**src/rtl/key_event_decoder_pkg.sv**
```systemverilog
// rtl/key_event_decoder_pkg.sv - shared state encoding and timing helpers for key consumers
//
// Purpose : FSM state encoding for the gesture decoder and the microsecond to
//           sysclk-cycle conversion used to size the hold and gap timers.
// Contents: key_state_t, us_to_cyc(), max_int()
package key_event_decoder_pkg;

   typedef enum logic [2:0] {
      ST_IDLE   = 3'd0,
      ST_PRESS1 = 3'd1,
      ST_WAIT2  = 3'd2,
      ST_PRESS2 = 3'd3,
      ST_HELD   = 3'd4
   } key_state_t;

   // Widened to 64 bits so large microsecond values do not overflow before the divide.
   function automatic int us_to_cyc(input int us, input int clk_ns);
      return int'((longint'(us) * 64'sd1000) / longint'(clk_ns));
   endfunction

   function automatic int max_int(input int a, input int b);
      return (a > b) ? a : b;
   endfunction

endpackage

```
**src/rtl/key_edge.sv**
```systemverilog
// rtl/key_edge.sv - key level delay, press/release edge detect and held-level register
//
// Purpose : Turns a clean active-low key level into edge strobes and registered
//           edge pulses. Reusable by any key consumer.
// Ports   : sysclk        in  system clock, rising edge
//           rst_n         in  synchronous active-low reset
//           key_in        in  debounced key level, 0 = pressed
//           press_edge    out combinational press strobe (key_d=1, key_in=0)
//           release_edge  out combinational release strobe (key_d=0, key_in=1)
//           key_pressed   out registered level, 1 while the key is held
//           press_pulse   out registered one-cycle pulse per press edge
//           release_pulse out registered one-cycle pulse per release edge
module key_edge (
   input  logic sysclk,
   input  logic rst_n,
   input  logic key_in,
   output logic press_edge,
   output logic release_edge,
   output logic key_pressed,
   output logic press_pulse,
   output logic release_pulse
);

   logic key_d;

   // key_d resets to "released" so a key held low across reset still yields a press.
   assign press_edge   = key_d & ~key_in;
   assign release_edge = ~key_d & key_in;

   always_ff @(posedge sysclk) begin
      if (!rst_n) begin
         key_d         <= 1'b1;
         key_pressed   <= 1'b0;
         press_pulse   <= 1'b0;
         release_pulse <= 1'b0;
      end else begin
         key_d         <= key_in;
         key_pressed   <= ~key_in;
         press_pulse   <= press_edge;
         release_pulse <= release_edge;
      end
   end

endmodule

```
**src/rtl/key_event_decoder.sv**
```systemverilog
// rtl/key_event_decoder.sv - classifies debounced key gestures into event pulses
//
// Purpose : Produces press/release pulses on every edge and gesture pulses for
//           click, double-click and long-press from a debounced key level.
// Ports   : sysclk        in  system clock, rising edge
//           rst_n         in  synchronous active-low reset
//           key_in        in  debounced key level, 1 = released, 0 = pressed
//           key_pressed   out registered level, 1 while the key is held
//           press_pulse   out one-cycle pulse per press edge
//           release_pulse out one-cycle pulse per release edge
//           click         out one-cycle pulse for a lone short press
//           double_click  out one-cycle pulse at the second release of a double-click
//           long_press    out one-cycle pulse when a hold reaches LONG_CYC cycles
module key_event_decoder
   import key_event_decoder_pkg::*;
#(
   parameter int CLK_CYC   = 10,
   parameter int LONG_US   = 1_000_000,
   parameter int DCLICK_US = 300_000
) (
   input  logic sysclk,
   input  logic rst_n,
   input  logic key_in,
   output logic key_pressed,
   output logic press_pulse,
   output logic release_pulse,
   output logic click,
   output logic double_click,
   output logic long_press
);

   localparam int LONG_CYC   = us_to_cyc(LONG_US, CLK_CYC);
   localparam int DCLICK_CYC = us_to_cyc(DCLICK_US, CLK_CYC);
   localparam int CNT_W      = $clog2(max_int(LONG_CYC, DCLICK_CYC)) + 1;

   localparam logic [CNT_W-1:0] LONG_LAST   = CNT_W'(LONG_CYC - 1);
   localparam logic [CNT_W-1:0] DCLICK_LAST = CNT_W'(DCLICK_CYC - 1);

   logic             press_edge;
   logic             release_edge;
   key_state_t       state;
   logic [CNT_W-1:0] cnt;
   logic [CNT_W-1:0] cnt_inc;

   key_edge u_key_edge (
      .sysclk        (sysclk),
      .rst_n         (rst_n),
      .key_in        (key_in),
      .press_edge    (press_edge),
      .release_edge  (release_edge),
      .key_pressed   (key_pressed),
      .press_pulse   (press_pulse),
      .release_pulse (release_pulse)
   );

   // Saturating increment: the timer holds at all-ones instead of wrapping.
   assign cnt_inc = (&cnt) ? cnt : cnt + CNT_W'(1);

   // Edge checks come before the timer checks in every branch, so an edge that
   // lands on the final timer cycle takes priority over the timeout.
   always_ff @(posedge sysclk) begin
      if (!rst_n) begin
         state        <= ST_IDLE;
         cnt          <= '0;
         click        <= 1'b0;
         double_click <= 1'b0;
         long_press   <= 1'b0;
      end else begin
         click        <= 1'b0;
         double_click <= 1'b0;
         long_press   <= 1'b0;
         case (state)
            ST_IDLE: begin
               cnt <= '0;
               if (press_edge) begin
                  state <= ST_PRESS1;
               end
            end
            ST_PRESS1: begin
               if (release_edge) begin
                  state <= ST_WAIT2;
                  cnt   <= '0;
               end else if (cnt == LONG_LAST) begin
                  long_press <= 1'b1;
                  state      <= ST_HELD;
                  cnt        <= '0;
               end else begin
                  cnt <= cnt_inc;
               end
            end
            ST_WAIT2: begin
               if (press_edge) begin
                  state <= ST_PRESS2;
                  cnt   <= '0;
               end else if (cnt == DCLICK_LAST) begin
                  click <= 1'b1;
                  state <= ST_IDLE;
                  cnt   <= '0;
               end else begin
                  cnt <= cnt_inc;
               end
            end
            ST_PRESS2: begin
               if (release_edge) begin
                  double_click <= 1'b1;
                  state        <= ST_IDLE;
                  cnt          <= '0;
               end else if (cnt == LONG_LAST) begin
                  long_press <= 1'b1;
                  state      <= ST_HELD;
                  cnt        <= '0;
               end else begin
                  cnt <= cnt_inc;
               end
            end
            ST_HELD: begin
               cnt <= '0;
               if (release_edge) begin
                  state <= ST_IDLE;
               end
            end
            default: begin
               state <= ST_IDLE;
               cnt   <= '0;
            end
         endcase
      end
   end

endmodule
```
**config.mk**
```make
export PLATFORM = sky130hd
export DESIGN_NAME = key_event_decoder
export DESIGN_NICKNAME = d
export VERILOG_FILES = /design/src/rtl/key_event_decoder_pkg.sv /design/src/rtl/key_edge.sv /design/src/rtl/key_event_decoder.sv
export SDC_FILE = /design/constraint.sdc
export NUM_CORES = 1
export LEC_CHECK = 0
export ABC_AREA = 1
export CORE_ASPECT_RATIO = 1.2
export CORE_MARGIN = 4
export CORE_UTILIZATION = 40
export DETAILED_ROUTE_END_ITERATION = 7
export MAX_ROUTING_LAYER = met4
export SLEW_MARGIN = 20
export SYNTH_ARGS = -nofsm -noshare
export SYNTH_HDL_FRONTEND = slang
export SYNTH_SLANG_ARGS = --single-unit
```
**constraint.sdc**
```tcl
create_clock -name sysclk -period 2.15 [get_ports sysclk]
set_input_delay 0.43 -clock sysclk [delete_from_list [all_inputs] [get_ports sysclk]]
set_output_delay 0.43 -clock sysclk [all_outputs]
set_load 0.02 [all_outputs]
```
======== Yosys cells after proc, flatten, opt, wreduce, memory -nomap -nowiden ========
Cells that the tools add are included.
storage, ports and cells
  output and inout bits ................... 6
  word-level logic and storage cells ...... 50
  bits in registers ....................... 38
  input port bits ......................... 3
cells by class
  add/sub/neg operators ................... 1
  muxes and demuxes ....................... 17
  reduce and logical (&&, ||, !) cells .... 7
  eq/ne operators ......................... 9
  bitwise logic cells ..................... 7
operator list
  cell                                                   number
  two-way mux 28 bit                                     5
  one-hot mux 28 bit (2 select lines)                    1
  adder 28 x 1 -> 28 bit, second input constant          1
  equality test 28 x 25 -> 1 bit, second input constant  1
  equality test 28 x 27 -> 1 bit, second input constant  1
  AND reduction 28 bit                                   1
  two-way mux 3 bit                                      7
  one-hot mux 3 bit (5 select lines)                     1
  equality test 3 x 2 -> 1 bit, second input constant    2
  OR reduction 3 bit                                     2
  NOT 1 bit                                              5
  inequality test 2 bit, second input constant           2
  equality test 3 x 1 -> 1 bit, second input constant    1
  equality test 3 bit, second input constant             1
  zero test 3 bit                                        1
  two-way mux 1 bit                                      3
  inequality test 3 bit, second input constant           1
  AND reduction 3 bit                                    1
  bitwise AND 1 bit                                      2
  AND reduction 2 bit                                    1
  OR reduction 2 bit                                     1

======== Longest topological paths before layout ========
Gate-level depths: netlist (run 1).
  depth in word-level cells ............... 5
  depth in mapped cells ................... 12
  depth with buffers taken out ............ 10

======== Cells and area by module ========
From an unflattened synthesis (run 1), not the netlist that was laid out.
second synthesis, totals
  cell total of the unflattened synthesis .. 348
  area total of the unflattened synthesis .. 2188.3 µm²
by module, submodules not included
  module             instances  seq. area each (µm²)  area an instance (µm²)  cells an instance
  key_event_decoder  1          680.7                 2065.7                  334
  key_edge           1          80.1                  122.6                   14

======== Least setup slack after synthesis (run 1) ========
Ideal clock, no wire load.
  kind .................................... register -> register
  start point ............................. reg cnt[1]
  end point ............................... reg cnt[20]
  slack ................................... 571 ps
  arrival ................................. 1461 ps
  stages on the path, launching flop included .. 12
  setup time .............................. 117 ps
  buffers on the path ..................... 1
  data required time ...................... 2033 ps
  period minus slack after synthesis ...... 1579 ps
  cell sequence ........................... dfxtp_1 -> ha_1 -> inv_1 -> nor2_2 -> nand2_4 -> nor2_2 -> nand2_1 -> nand2_2 -> nand2_4 -> buf_6 -> nand3_1 -> nor2_1
between the ends
  word-level cells in the longest chain between the ends .. 5
  elaborated cells on any way between the ends .. 10
  those cells by class .................... add/sub (1); eq/ne (2); mux (6); reduce/logical (1)
ends and longest elaborated chain
  item                                                                   line                                                                        text
  start, declared                                                        key_event_decoder.sv:42                                                     logic [CNT_W-1:0] cnt;
  start signal, assigned                                                 key_event_decoder.sv:88                                                     cnt <= cnt_inc;
  start signal, assigned                                                 key_event_decoder.sv:100                                                    cnt <= cnt_inc;
  start signal, assigned                                                 key_event_decoder.sv:113                                                    cnt <= cnt_inc;
  adder 28 x 1 -> 28 bit / AND reduction 28 bit (equally long branches)  key_event_decoder.sv:57                                                     assign cnt_inc = (&cnt) ? cnt : cnt + CNT_W'(1);
  two-way mux 28 bit                                                     key_event_decoder.sv:57
  two-way mux 28 bit (on tied branches)                                  key_event_decoder.sv:83, key_event_decoder.sv:108, key_event_decoder.sv:95
  two-way mux 28 bit (on tied branches)                                  key_event_decoder.sv:104, key_event_decoder.sv:92
  one-hot mux 28 bit (2 select lines) *                                  key_event_decoder.sv:72                                                     case (state)
Mark *: on every way between the ends. The rest lies on a longest branch, timed or not.
A chain may end at the register's enable or synchronous reset.

======== Worst setup path after layout (run 1) ========
  start point ............................. reg cnt[1]
  end point ............................... reg cnt[27]
Same word-level chain as after synthesis.

==> results of run 1 <==
==> Yosys cell counts (all sizes together) <==
cell	count	area (µm²)
nor3b	1	7.51
o21ai	6	30.0
nand3	42	228
nand2	82	340
or2	1	6.26
nor4	4	25.0
inv	46	173
nor3	15	101
a31oi	2	12.5
xnor2	1	8.76
buf	6	51.3
xor2	2	17.5
nand4	14	87.6
clkinv	2	7.51
o211ai	1	7.51
nor2	88	369
a21oi	10	50.1
ha	1	12.5
dfxtp	38	761
==> report_power, final <==
part	total, mW	switching (mW)	internal (mW)
Combinational	0.117	0.0771	0.0396
Sequential	0.725	0.0106	0.714
Clock	0.756	0.261	0.495
Total	1.60	0.349	1.25
==> how the worst max path moves through the flow <==
stage	slack (ns)	endpoint	startpoint
floorplan	0.57	cnt[20]	cnt[1]
global placement	0.24	cnt[6]	key_in
detailed placement	0.20	cnt[15]	key_in
CTS	0.29	cnt[1]	cnt[1]
global route	0.12	cnt[27]	cnt[1]
finish	0.28	cnt[27]	cnt[1]
==> stage by stage <==
step	instance area, µm²	cells	util (%)	hold slack (ns)	setup WS (ns)
after floorplan	2300	362	-	0.471	0.571
after global placement	2480	433	45.6	0.502	0.240
after detailed placement	2480	433	45.6	0.507	0.198
after CTS	2620	441	48.2	0.525	0.288
after global routing	2620	441	48.2	0.555	0.116
final	2620	441	48.2	0.521	0.280
==> sequential cells by signal (all words and copies together), names as in the netlist <==
| signal | count |
|---|---|
| u_key_edge.key_d | 1 |
| cnt | 28 |
| u_key_edge.release_pulse | 1 |
| u_key_edge.key_pressed | 1 |
| double_click | 1 |
| click | 1 |
| u_key_edge.press_pulse | 1 |
| long_press | 1 |
| state | 3 |
==> metal layers <==
metal | vias to the layer above | global-route usage, %
met4 | 0 | 6.68
li1 | 1196 | -
met5 | - | -
met2 | 48 | 33.1
met3 | 8 | 2.97
met1 | 1039 | 22.1
==> worst max-delay path: stages, from the launching register on <==
cell and delay, ns:
dfxtp_1 0.36, ha_1 0.22, inv_1 0.08, nor2_2 0.20, nand2_4 0.13, nor2_2 0.14, nand2_1 0.09, nand2_2 0.09
nand2_4 0.15, nand2_2 0.22, nor2_1 0.07
==> cells by family (layout without fill, tap and decap cells) <==
kind of cell               Yosys count  in the layout  synth area share [%]
buffers and inverters               54             71                  10.1
AOI/OAI and AO/OA                   19             19                  4.36
DFF                                 38             38                  33.1
and+or+nand+nor                    247            247                  50.7
adders and majority gates            1              1                 0.545
xor gates and xnor gates             3              3                  1.14
==> layout make-up <==
type | count | area [µm²] | area share [%]
well taps | 62 | 77.6 | 2.96
clock buffers | 6 | 82.6 | 3.15
flip-flops and latches | 38 | 761 | 29.0
multi-input cells | 270 | 1300 | 49.7
inverters | 48 | 180 | 6.87
clock inverters | 2 | 60.1 | 2.29
repair buffers | 15 | 158 | 6.01
==> metrics.md, run 1 <==
| Metric | Value |
|---|---|
| Outcome | `finished, final reports clean` |
| Yosys warning count | `0` |
| Total negative slack | `0 ns` |
| Top routing layer used | `met4` |
| Setup crit end kind | `register` |
| # IOs | `9` |
| Synth Instances | `362` |
| Fillcell total | `589` |
| RePlAce Congestion | `0.899` |
| Area grow syn2layout | `14.2%` |
| Largest net degree at the start of global routing | `20` |
| Max Clock Skew | `0.00759 ns` |
| Final #Nets | `382` |
| Die Area | `7020 µm²` |
| WP data arrival | `2.06 ns` |
| GRT Resource Usage Total | `19.0%` |
| Max cap viols | `0` |
| Unique masters post-synth | `32` |
| Htree depth | `2` |
| CTS resizes | `0` |
| Number of global-route vias before repair | `2203` |
| WL met2 | `3000 µm` |
| HP Start | `cnt[23]` |
| Most frequent cells in the layout | `nor2_1 (80), nand2_1 (73), inv_1 (45)` |
| Antenna Nets Post-Route | `0` |
| Hold depth | `2` |
| First-pass DRT Iterations | `4` |
| # rows | `29` |
| Number of diodes | `0` |
| Total number of vias | `2291` |
| First-pass GRT wire length | `10300 µm` |
| WS Path Type | `reg -> reg` |
| Grt total ovfl | `0` |
| P_leak | `1.01 nW` |
| Via/cell ratio | `5.20` |
| Clock Tree Root | `clkbuf_8` |
| Core area | `5440 µm²` |
| DRT iter0 DRCs | `191` |
| Req. time, crit path | `2.34 ns` |
| Period minus WS final | `1.87 ns` |
| Worst r2r src | `cnt[1]` |
| Final hold viol count | `0` |
| Clk_lat worst skew | `0.30 ns` |
| R2R Setup Slk | `0.28 ns` |
| Setup crit start kind | `register` |
| Avg WL per Cell | `13.8 µm` |
| Routed wl met3 | `295 µm` |
| Final setup violation count | `0` |
| Total Power | `1.60 mW` |
| WHS Endpoint | `cnt[23]` |
| CTS Buffer Depth | `2` |
| # DRC | `0` |
| Met1 wire length | `2730 µm` |
| Pwr Density | `609 nW/µm²` |
| Initial antenna violation count | `0` |
| Worst hold-check path type | `reg -> reg` |
| Worst vdd rail ir drop | `0.403 mV` |
| Routed WL | `6110 µm` |
| Clock Pin Slew Worst Setup and Hold Paths | `0.08 ns` |
| CTS tree | `yes` |
| CP max FO | `19` |
| Post-Syn Nets | `366` |
| RSZ-0062 raised after global routing | `false` |
| Die W | `77.2 µm` |
| Max Slew Vio Count | `0` |
| Synth Register Bits | `38` |
| F_max | `0.535 GHz` |
| Worst R2R Path Depth | `10` |
| Syn Area/Cell | `6.34 µm²` |
| IO Port Bufs | `8` |
| Slew @ Worst Pin | `0.345 ns` |
| Most common cell after layout, fill and taps aside | `nor2_1` |
| DPL Wire Length | `4860 µm` |
| Starting Density | `42.2%` |
| Period Utilization, post-route | `87.0%` |
| Reg2reg end | `cnt[27]` |
| Layout cells sized above 1 | `10.3%` |
| Die Ht | `91.0 µm` |
| Seq/Total Area, Yosys | `33.1%` |
| Clk sink count | `38` |
| Hold Buf Count CTS | `0` |
| Slew HR | `76.9%` |
| Number of setup buffers added after CTS | `0` |
| Synth Cell Area | `2300 µm²` |
| Num CTS Buffers | `5` |
No activity file was read; power rests on OpenSTA's default activity.
==> run 2, diff against run 1 <==
ABC_AREA = not set   (was 1)
CTS_CLUSTER_DIAMETER = 80   (was not set)
==> run 2 against run 1 <==
Net effect:
- sequential power decreased by 1%
- maximum frequency decreased by 13%
- first-iteration DRC count decreased by 25%
- synthesized area decreased by 17%
- via count decreased by 24%
- cell count decreased by 29%
==> metrics.md, run 2 <==
| Metric | Value |
|---|---|
| Outcome | `finished, final reports clean` |
| Synth Cell Area | `1900 µm²` |
| Most common cell after layout, fill and taps aside | `dfxtp_1` |
| First-pass DRT Iterations | `4` |
| Slew HR | `59.5%` |
| First-pass GRT wire length | `7470 µm` |
| Area grow syn2layout | `22.7%` |
| Pwr Density | `552 nW/µm²` |
| EDFF count, synth | `0` |
| Synth Flop Type | `dfxtp_1` |
| Starting Density | `41.4%` |
| Unique masters post-synth | `49` |
| Period minus WS final | `2.14 ns` |
| Synth top area share | `40.0%` |
| # IOs | `9` |
| Psw | `294 µW` |
| Final setup violation count | `0` |
| GRT Resource Usage Total | `16.3%` |
| Synth Register Bits | `38` |
| Max Clock Skew | `0.00707 ns` |
| Routed WL | `4550 µm` |
| DP Worst Slack | `0.0309 ns` |
| HP Start | `u_key_edge.key_d` |
| Max Slew Vio Count | `0` |
| Setup crit start | `cnt[10]` |
| Synth cell count leaders | `dfxtp_1 (38), nor2_1 (26), nand2_1 (16), a21oi_1 (13)` |
| # DRC | `0` |
| DRT iter0 DRCs | `143` |
| Setup crit start kind | `register` |
| Final hold viol count | `0` |
| Fillcell total | `444` |
| Clock power share | `40.0%` |
| CTS Buffer Depth | `2` |
| IO Port Bufs | `8` |
| RePlAce Congestion | `0.886` |
| R2R Setup Slk | `0.01 ns` |
| Most frequent cells in the layout | `dfxtp_1 (37), nor2_1 (25), buf_4 (23)` |
| Grt total ovfl | `0` |
| Reg2reg end | `cnt[27]` |
| Synth Instances | `222` |
| Number of setup buffers added after CTS | `0` |
| Via/cell ratio | `5.61` |
| Syn Area/Cell | `8.57 µm²` |
| Clk sink count | `38` |
| P_leak | `0.716 nW` |
| CP max FO | `28` |
| Worst r2r src | `cnt[10]` |
| Antenna Nets Post-Route | `0` |
| Post-Syn Nets | `226` |
| Core area | `4590 µm²` |
| Worst R2R Path Depth | `6` |
| Num CTS Buffers | `5` |
| Clk_lat worst skew | `0.30 ns` |
| Die W | `71.0 µm` |
| Seq/Total Area, Yosys | `40.0%` |
| Flop pwr share | `55.6%` |
| Setup crit end kind | `register` |
| Slew @ Worst Pin | `0.592 ns` |
| Max FFs per register | `28` |
| Switching part of the total power | `22.8%` |
| Initial antenna violation count | `0` |
| Clock Tree Root | `clkbuf_8` |
| RSZ-0062 raised after global routing | `true` |
| # rows | `27` |
| Cell taking the most area after synthesis | `dfxtp_1` |
| Reg with most FFs | `cnt` |
| Largest regs | `cnt x28, state x3` |
| Number of diodes | `0` |
| Most frequent cell after synthesis | `dfxtp_1` |
| Total number of vias | `1751` |
| CTS tree | `yes` |
| Final #Nets | `257` |
| Layout cells sized above 1 | `18.9%` |
| Total Power | `1.29 mW` |
| Die Area | `5930 µm²` |
| WS Path Type | `reg -> reg` |
| Synth area leaders | `dfxtp_1 (40%), nor2_1 (5.1%), xnor2_1 (5.1%)` |
| Yosys warning count | `0` |
| Htree depth | `2` |
| Combinational share of power | `4.3%` |
| Hold depth | `1` |
| Max cap viols | `0` |
| Req. time, crit path | `2.32 ns` |
| Pint | `994 µW` |
| Design area | `2340 µm²` |
| Synth async-reset ratio | `0%` |
| Die Ht | `83.6 µm` |
| WHS Endpoint | `u_key_edge.press_pulse` |
| Largest net degree at the start of global routing | `29` |
| Period Utilization, post-route | `99.5%` |
| F_max | `0.468 GHz` |
| Worst hold-check path type | `reg -> reg` |
| Post-route setup slack | `0.0110 ns` |
| DPL Wire Length | `3220 µm` |
| Number of global-route vias before repair | `1637` |
| Post-DP Area | `2210 µm²` |
| Worst vdd rail ir drop | `0.261 mV` |
| WP data arrival | `2.31 ns` |
| Clock Pin Slew Worst Setup and Hold Paths | `0.08 ns` |
| Avg WL per Cell | `14.6 µm` |
run 2: worst max-delay path: stages (launching register included):
cell      delay, ns
dfxtp_1        0.32
or4b_4         0.55
nor4_4         0.14
or4b_4         0.53
a22oi_4        0.20
buf_12         0.20
a311oi_1       0.06
run 2: logic make-up after synthesis:
| kind of cell | share of synthesized area, % |
|---|---|
| multiplexers | 0.526 |
| AND/OR/NAND/NOR | 35.6 |
| flip-flops | 40.0 |
| XOR/XNOR | 7.36 |
| buffers and inverters | 2.76 |
| adder cells (fa/ha/maj) | 0.657 |
| AO/OA/AOI/OAI | 13.1 |
run 2: per-stage QoR:
stage / hold WS (ns) / TNS [ns] / std cells / utilization, %
after global routing: 0.508 / -1.47 / 312 / 50.8
after floorplan: 0.432 / 0 / 222 / -
after global placement: 0.450 / 0 / 304 / 48.1
after CTS: 0.464 / 0 / 312 / 50.2
final: 0.472 / 0 / 312 / 50.8
after detailed placement: 0.453 / 0 / 304 / 48.1
run 2: area by class of cell:
class | count | area (µm²) | area share [%]
Clock inverter | 2 | 12.5 | 0.536
Multi-Input combinational cell | 174 | 1130 | 48.2
Sequential cell | 38 | 762 | 32.6
Timing Repair Buffer | 32 | 273 | 11.7
Clock buffer | 6 | 82.6 | 3.54
Tap cell | 58 | 72.6 | 3.11
Inverter | 2 | 7.51 | 0.321
run 2: worst max-delay path by stage:
stage / to / slack (ns) / cells after the start
after floorplan: cnt[19] / 0.007 / 7
after global placement: cnt[27] / 0.06 / 6
after detailed placement: cnt[27] / 0.03 / 6
after CTS: state[2] / 0.006 / 5
after global routing: cnt[15] / -0.07 / 6
final: cnt[27] / 0.01 / 6
run 2: power groups by stage:
stage	clock network (mW)	registers, mW	logic, mW
floorplan	0	0.733	0.0330
global placement	0	0.733	0.0548
detailed placement	0	0.732	0.0554
CTS	0.537	0.716	0.0557
global route	0.568	0.718	0.0614
finish	0.516	0.717	0.0560
run 2: what timing repair did:
item | CTS | global route
gates resized for setup | 0 | 5
setup endpoints to repair | 0 | 29
hold buffers | 0 | 0
run 2: routing by layer:
layer	vias up	wire length [µm]	track usage, %
met5	-	0	-
met4	0	110	6.15
met3	9	192	4.22
met2	35	2180	27.3
met1	827	2060	18.4
li1	880	-	-
